===== src/rtl/display7_segment_capture_pkg.sv =====
// Shared definitions for the 7-segment capture path: segment bit positions,
// the sixteen hex glyphs (active-high {g,f,e,d,c,b,a}) and the forward
// hex-to-segment decoder that the pattern encoder inverts.
package display7_segment_capture_pkg;

  // Segment bit positions on the {dp,g,f,e,d,c,b,a} bus
  localparam int SEG_A  = 0;
  localparam int SEG_B  = 1;
  localparam int SEG_C  = 2;
  localparam int SEG_D  = 3;
  localparam int SEG_E  = 4;
  localparam int SEG_F  = 5;
  localparam int SEG_G  = 6;
  localparam int SEG_DP = 7;

  // Nibble reported for a pattern that is not a legal glyph
  localparam logic [3:0] ERR_NIBBLE = 4'h0;

  // Active-high glyphs, bit 0 = segment a
  localparam logic [6:0] GLYPH_0 = 7'h3F;
  localparam logic [6:0] GLYPH_1 = 7'h06;
  localparam logic [6:0] GLYPH_2 = 7'h5B;
  localparam logic [6:0] GLYPH_3 = 7'h4F;
  localparam logic [6:0] GLYPH_4 = 7'h66;
  localparam logic [6:0] GLYPH_5 = 7'h6D;
  localparam logic [6:0] GLYPH_6 = 7'h7D;
  localparam logic [6:0] GLYPH_7 = 7'h07;
  localparam logic [6:0] GLYPH_8 = 7'h7F;
  localparam logic [6:0] GLYPH_9 = 7'h6F;
  localparam logic [6:0] GLYPH_A = 7'h77;
  localparam logic [6:0] GLYPH_B = 7'h7C;
  localparam logic [6:0] GLYPH_C = 7'h39;
  localparam logic [6:0] GLYPH_D = 7'h5E;
  localparam logic [6:0] GLYPH_E = 7'h79;
  localparam logic [6:0] GLYPH_F = 7'h71;

  // Result of decoding one digit pattern
  typedef struct packed {
    logic [3:0] nibble;
    logic       err;
  } enc_t;

  // Forward decoder used by the display driver; the capture side inverts it
  function automatic logic [6:0] hex_to_glyph(input logic [3:0] nibble);
    logic [6:0] glyph;
    case (nibble)
      4'h0:    glyph = GLYPH_0;
      4'h1:    glyph = GLYPH_1;
      4'h2:    glyph = GLYPH_2;
      4'h3:    glyph = GLYPH_3;
      4'h4:    glyph = GLYPH_4;
      4'h5:    glyph = GLYPH_5;
      4'h6:    glyph = GLYPH_6;
      4'h7:    glyph = GLYPH_7;
      4'h8:    glyph = GLYPH_8;
      4'h9:    glyph = GLYPH_9;
      4'hA:    glyph = GLYPH_A;
      4'hB:    glyph = GLYPH_B;
      4'hC:    glyph = GLYPH_C;
      4'hD:    glyph = GLYPH_D;
      4'hE:    glyph = GLYPH_E;
      default: glyph = GLYPH_F;
    endcase
    return glyph;
  endfunction

endpackage


===== src/rtl/display7_segment_capture_encoder.sv =====
// Combinational inverse of the hex-to-segment decoder: maps an active-high
// 7-bit segment pattern back to its hex nibble, flagging unknown patterns.
module seg7_pattern_encoder
  import display7_segment_capture_pkg::*;
(
  input  logic [6:0] pattern,
  output logic [3:0] nibble,
  output logic       err
);

  enc_t res;

  // Search the shared glyph table; glyphs are unique so at most one matches
  always_comb begin
    res.nibble = ERR_NIBBLE;
    res.err    = 1'b1;
    for (int i = 0; i < 16; i++) begin
      if (pattern == hex_to_glyph(4'(i))) begin
        res.nibble = 4'(i);
        res.err    = 1'b0;
      end
    end
  end

  assign nibble = res.nibble;
  assign err    = res.err;

endmodule


===== src/rtl/display7_segment_capture.sv =====
// Receive end of a multiplexed 7-segment bus. Synchronises the snooped
// segment/anode lines, waits for each digit to dwell long enough, decodes
// the pattern back to a nibble and publishes complete frames on a
// valid/ready interface with a sticky overrun flag.
module display7_segment_capture
  import display7_segment_capture_pkg::*;
#(
  parameter int DIGITS         = 4,
  parameter int STABLE_CYCLES  = 4,
  parameter int SEG_ACTIVE_LOW = 1,
  parameter int AN_ACTIVE_LOW  = 1
) (
  input  logic                  clk,
  input  logic                  rst,
  input  logic [7:0]            seg_i,
  input  logic [DIGITS-1:0]     an_i,
  input  logic                  frame_ready_i,
  input  logic                  clear_overrun_i,
  output logic [4*DIGITS-1:0]   value_o,
  output logic [DIGITS-1:0]     dp_o,
  output logic [DIGITS-1:0]     err_o,
  output logic                  frame_valid_o,
  output logic                  overrun_o
);

  localparam int                CNT_W    = $clog2(STABLE_CYCLES);
  localparam logic [CNT_W-1:0]  CNT_MAX  = CNT_W'(STABLE_CYCLES - 1);
  // Pin levels of an unlit bus with no digit enabled
  localparam logic [7:0]        SEG_IDLE = (SEG_ACTIVE_LOW != 0) ? 8'hFF : 8'h00;
  localparam logic [DIGITS-1:0] AN_IDLE  = (AN_ACTIVE_LOW != 0) ? {DIGITS{1'b1}}
                                                                : {DIGITS{1'b0}};

  // Synchroniser stages (pin polarity)
  logic [7:0]          seg_p0, seg_p1;
  logic [DIGITS-1:0]   an_p0, an_p1;

  // Normalised sample: lit = 1, enabled = 1
  logic [7:0]          seg_norm;
  logic [DIGITS-1:0]   an_norm;

  // Held sample for the current dwell and its stability tracking
  logic [7:0]          seg_p2;
  logic [DIGITS-1:0]   an_p2;
  logic [CNT_W-1:0]    stable_cnt;
  logic                captured;

  logic                changed;
  logic                an_onehot;
  logic                capture;
  logic [DIGITS-1:0]   capture_mask;

  // Decoded view of the held pattern
  logic [3:0]          enc_nibble;
  logic                enc_err;

  // Per-digit slots for the frame under assembly
  logic [4*DIGITS-1:0] slot_val;
  logic [DIGITS-1:0]   slot_dp;
  logic [DIGITS-1:0]   slot_err;
  logic [DIGITS-1:0]   seen;
  logic                frame_done;

  // ---- stage p0/p1: two-flop synchroniser on the asynchronous bus ----
  always_ff @(posedge clk) begin
    if (rst) begin
      seg_p0 <= SEG_IDLE;
      seg_p1 <= SEG_IDLE;
      an_p0  <= AN_IDLE;
      an_p1  <= AN_IDLE;
    end else begin
      seg_p0 <= seg_i;
      seg_p1 <= seg_p0;
      an_p0  <= an_i;
      an_p1  <= an_p0;
    end
  end

  assign seg_norm = (SEG_ACTIVE_LOW != 0) ? ~seg_p1 : seg_p1;
  assign an_norm  = (AN_ACTIVE_LOW != 0)  ? ~an_p1  : an_p1;

  assign changed   = ({seg_norm, an_norm} != {seg_p2, an_p2});
  assign an_onehot = (an_p2 != '0) && ((an_p2 & (an_p2 - 1'b1)) == '0);
  // The held sample plus STABLE_CYCLES-1 matching followers make a full dwell
  assign capture   = an_onehot && (stable_cnt == CNT_MAX) && !captured;
  assign capture_mask = capture ? an_p2 : '0;

  // ---- stage p2: dwell tracking on the normalised sample ----
  always_ff @(posedge clk) begin
    if (rst) begin
      seg_p2     <= '0;
      an_p2      <= '0;
      stable_cnt <= '0;
      captured   <= 1'b0;
    end else if (changed) begin
      seg_p2     <= seg_norm;
      an_p2      <= an_norm;
      stable_cnt <= '0;
      captured   <= 1'b0;
    end else begin
      if (stable_cnt != CNT_MAX) begin
        stable_cnt <= stable_cnt + 1'b1;
      end
      if (capture) begin
        captured <= 1'b1;
      end
    end
  end

  seg7_pattern_encoder u_encoder (
    .pattern (seg_p2[SEG_G:SEG_A]),
    .nibble  (enc_nibble),
    .err     (enc_err)
  );

  assign frame_done = &seen;

  // Track which digits hold fresh data; a publish empties the set
  always_ff @(posedge clk) begin
    if (rst) begin
      seen <= '0;
    end else begin
      seen <= (frame_done ? '0 : seen) | capture_mask;
    end
  end

  // ---- stage p3: slot write, last capture of a digit wins ----
  always_ff @(posedge clk) begin
    for (int k = 0; k < DIGITS; k++) begin
      if (capture_mask[k]) begin
        slot_val[4*k +: 4] <= enc_nibble;
        slot_dp[k]         <= seg_p2[SEG_DP];
        slot_err[k]        <= enc_err;
      end
    end
  end

  // ---- stage p4: publish complete frames and run the handshake ----
  always_ff @(posedge clk) begin
    if (rst) begin
      value_o       <= '0;
      dp_o          <= '0;
      err_o         <= '0;
      frame_valid_o <= 1'b0;
      overrun_o     <= 1'b0;
    end else begin
      if (frame_done && (!frame_valid_o || frame_ready_i)) begin
        value_o       <= slot_val;
        dp_o          <= slot_dp;
        err_o         <= slot_err;
        frame_valid_o <= 1'b1;
      end else if (frame_valid_o && frame_ready_i) begin
        frame_valid_o <= 1'b0;
      end

      // A new frame arriving while the old one is stuck is dropped and flagged
      if (frame_done && frame_valid_o && !frame_ready_i) begin
        overrun_o <= 1'b1;
      end else if (clear_overrun_i) begin
        overrun_o <= 1'b0;
      end
    end
  end

endmodule

===== config.mk =====
export PLATFORM = sky130hd
export DESIGN_NAME = display7_segment_capture
export DESIGN_NICKNAME = d
export VERILOG_FILES = /design/src/rtl/display7_segment_capture_pkg.sv /design/src/rtl/display7_segment_capture_encoder.sv /design/src/rtl/display7_segment_capture.sv
export SDC_FILE = /design/constraint.sdc
export NUM_CORES = 1
export LEC_CHECK = 0
export CORE_MARGIN = 3
export CORE_UTILIZATION = 54
export CTS_CLUSTER_DIAMETER = 200
export DETAILED_ROUTE_END_ITERATION = 10
export HOLD_SLACK_MARGIN = 0.1
export PLACE_DENSITY_LB_ADDON = 0.05
export SLEW_MARGIN = 15
export SYNTH_ARGS = -nofsm -noshare
export SYNTH_HDL_FRONTEND = slang
export SYNTH_SLANG_ARGS = --single-unit

===== constraint.sdc =====
create_clock -name clk -period 2.05 [get_ports clk]
set_input_delay 0.3075 -clock clk [delete_from_list [all_inputs] [get_ports clk]]
set_output_delay 0.3075 -clock clk [all_outputs]
set_load 0.03 [all_outputs]

==> metrics.md <==
| Metric | Value |
|---|---|
| Max_cap viols | 0 |
| Worst rel slew slack | 0.653 |
| Nets@finish | 389 |
| Largest area contributor in the netlist | dfxtp_1 |
| Postcts setup bufs | 0 |
| Fin area | 4050 um2 |
| Status | finished clean |
| Mean routed wirelength per cell | 12.4 um |
| Number of H-tree levels | 3 |
| DR vias/cell | 5.12 |
| Final min period | 1.79 ns |
| RePlAce Congestion | 0.821 |
| Asr flop ratio synth | 0 |
| Hold Path Stages | 2 |
| Root buffer cell | clkbuf_8 |
| Die Wd | 85.6 um |
| Worst skew pair latency | 0.35 ns |
| Seq cells post-synth | 93 |
| Post-Syn Instances | 332 |
| I/O pins | 42 |
| Tcrit/Tclk final | 0.871 |
| N_diodes | 0 |
| # resized after CTS | 0 |
| Critical Path AT | 1.87 ns |
| Final hold vios | 0 |
| Antenna violations before repair | 0 |
| Drc violations | 0 |
| Detailed Routing Iterations Pass 1 | 4 |
| First-pass GRT wire length | 9620 um |
| Setup TNS | 0 ns |
| # port buffers | 41 |
| Most frequent cells in the layout | dfxtp_1 (69), nand2_1 (54), clkdlybuf4s50_1 (40) |
| Tot GR Track Use | 0.168 |
| Total CTS buffers | 9 |
| Antenna Nets Post-Route | 0 |
| Initial core utilization | 0.568 |
| Hold_buf cts | 0 |
| Maximum vdd drop | 0.000599 V |
| Fill count | 508 |
| Vias | 2,313 |
| Multi-input logic area | 1160 um2 |
| Congestion Overflow GR | 0 |
| TritonCTS clock tree | built |
| Area delta synth->final | 18.5% |
| Post-Route Skew | 0.0122 ns |
| Core Footprint | 6030 um2 |
| Setup violators final | 0 |
| Drt total wl | 5630 um |
| Synthesized net count | 349 |
| Worst EP required | 2.14 ns |
| Yosys cell types | 48 |
| Worst Tran Pin Value | 0.521 ns |
| Top post-synthesis cells by area | dfxtp_1 (40%), edfxtp_1 (21%), nand2_1 (5.9%) |
| Vias in the first global route | 2,160 |
| Post-synth design cell area | 3420 um2 |
| Row Count | 28 |
| Share of layout cells above drive strength 1 | 0.135 |
| Per-instance average area after synthesis | 10.3 um2 |
| Worst Setup End Kind | register |
| Die area | 7330 um2 |
| Most common cell after layout, fill and taps aside | dfxtp_1 |
| RSZ-0062 raised after global routing | no |
| Maximum clock rate | 0.560 GHz |
| Largest net degree at the start of global routing | 33 |
| Crit Path Class | register to register |
| Sequential cell area | 2100 um2 |
| P_leak | 0.00144 uW |
| Synth warn | 0 |
| Reg clk slew, reported paths | 0.08 ns |
| Crit path max fanout | 12 |
| Main synth FF type | dfxtp_1 |
| FF-to-FF path depth | 4 |
| Detailed placer's ending HPWL | 3950 um |
| Post-DP Area | 3860 um2 |
| Total clock sinks | 93 |
| Hold WC Path Type | input pin to register |
| Power density cells | 789 nW/um2 |
| Die height | 85.6 um |
| Post-synth EDFFs | 24 |
| Clock Path Buffers | 2 |
| Startpoint types | register |
| Register area share after synthesis | 0.614 |
| DR iter-0 viols | 88 |
| Final Slew Violations | 0 |
| Post-synth top area share | 0.404 |
layer usage:
metal,track usage,share of wire,vias to the layer above
li1,-,-,1188
met2,0.277,0.47,63
met4,0.109,0.030,0
met3,0.0346,0.042,16
met5,0,0,-
met1,0.199,0.46,1046
power by group:
part           switching (uW)  internal (uW)  total, uW
logic                    51.8           69.5        121
clock network             557            598       1160
registers                20.0           1900       1920
flip-flops by register name (all words and copies together) (netlist names), 8 cells and up:
name / flops
slot_val: 16
seg_p0: 8
value_o: 16
seg_p1: 8
seg_p2: 8
cells in the mapped netlist, types with 2 or more instances:
| cell | count |
|---|---|
| nor3_1 | 3 |
| and3_1 | 3 |
| dfxtp_1 | 69 |
| a21oi_1 | 30 |
| buf_6 | 3 |
| xnor2_1 | 12 |
| o21ai_1 | 4 |
| nand2_1 | 54 |
| inv_1 | 6 |
| or2_2 | 24 |
| buf_4 | 4 |
| a32oi_1 | 2 |
| nor2_1 | 28 |
| nor4_1 | 2 |
| xor2_1 | 3 |
| o21ai_0 | 4 |
| nand4_1 | 3 |
| edfxtp_1 | 24 |
| buf_2 | 8 |
| nand2b_1 | 8 |
| mux2i_1 | 2 |
| nand3_1 | 3 |
| or3b_1 | 2 |
| clkbuf_1 | 7 |
logic make-up (layout without fill, tap and decap cells):
logic type	after synthesis	count (layout)	synth area share
adders and majority gates	2	2	0.00658
DFF	93	93	0.614
and+or+nand+nor	139	139	0.200
muxes	2	2	0.00585
xor gates and xnor gates	15	15	0.0384
AOI/OAI and AO/OA	52	52	0.0893
buffers and inverters	29	74	0.0457
worst max-delay path, cell delays in order, from the launching register on:
cell and delay, ns:
dfxtp_1 0.44, or4_4 0.56, o32ai_1 0.14, a222oi_1 0.17, and3_1 0.22
worst paths after layout:
kind	startpoint	endpoint	slack, ns
hold reg to reg	seg_p0[2]$_SDFF_PP1_	seg_p1[2]$_SDFF_PP1_	0.41
setup reg to reg	seg_p2[5]$_SDFFE_PP0P_	slot_err[0]$_DFFE_PP_	0.26
hold / removal	rst	an_p2[2]$_SDFFE_PP0P_	0.40
setup / recovery	seg_p2[5]$_SDFFE_PP0P_	slot_err[0]$_DFFE_PP_	0.26
cell type report:
| cell class | count | share of cell area |
|---|---|---|
| Clock buffer | 14 | 0.0377 |
| Clock inverter | 2 | 0.00864 |
| Inverter | 7 | 0.00648 |
| Multi-Input combinational cell | 210 | 0.287 |
| Sequential cell | 93 | 0.519 |
| Tap cell | 75 | 0.0232 |
| Timing Repair Buffer | 51 | 0.119 |
metrics by stage:
stage	util	std cells	total power, uW	hold WS [ns]	worst slack (ns)
floorplan	-	332	2040	0.389	0.220
global placement	0.641	436	2080	0.391	0.368
detailed placement	0.641	436	2090	0.393	0.301
CTS	0.673	452	3230	0.395	0.290
global route	0.673	452	3330	0.423	0.187
finish	0.673	452	3200	0.402	0.264
(Power assumes the default switching activity.)
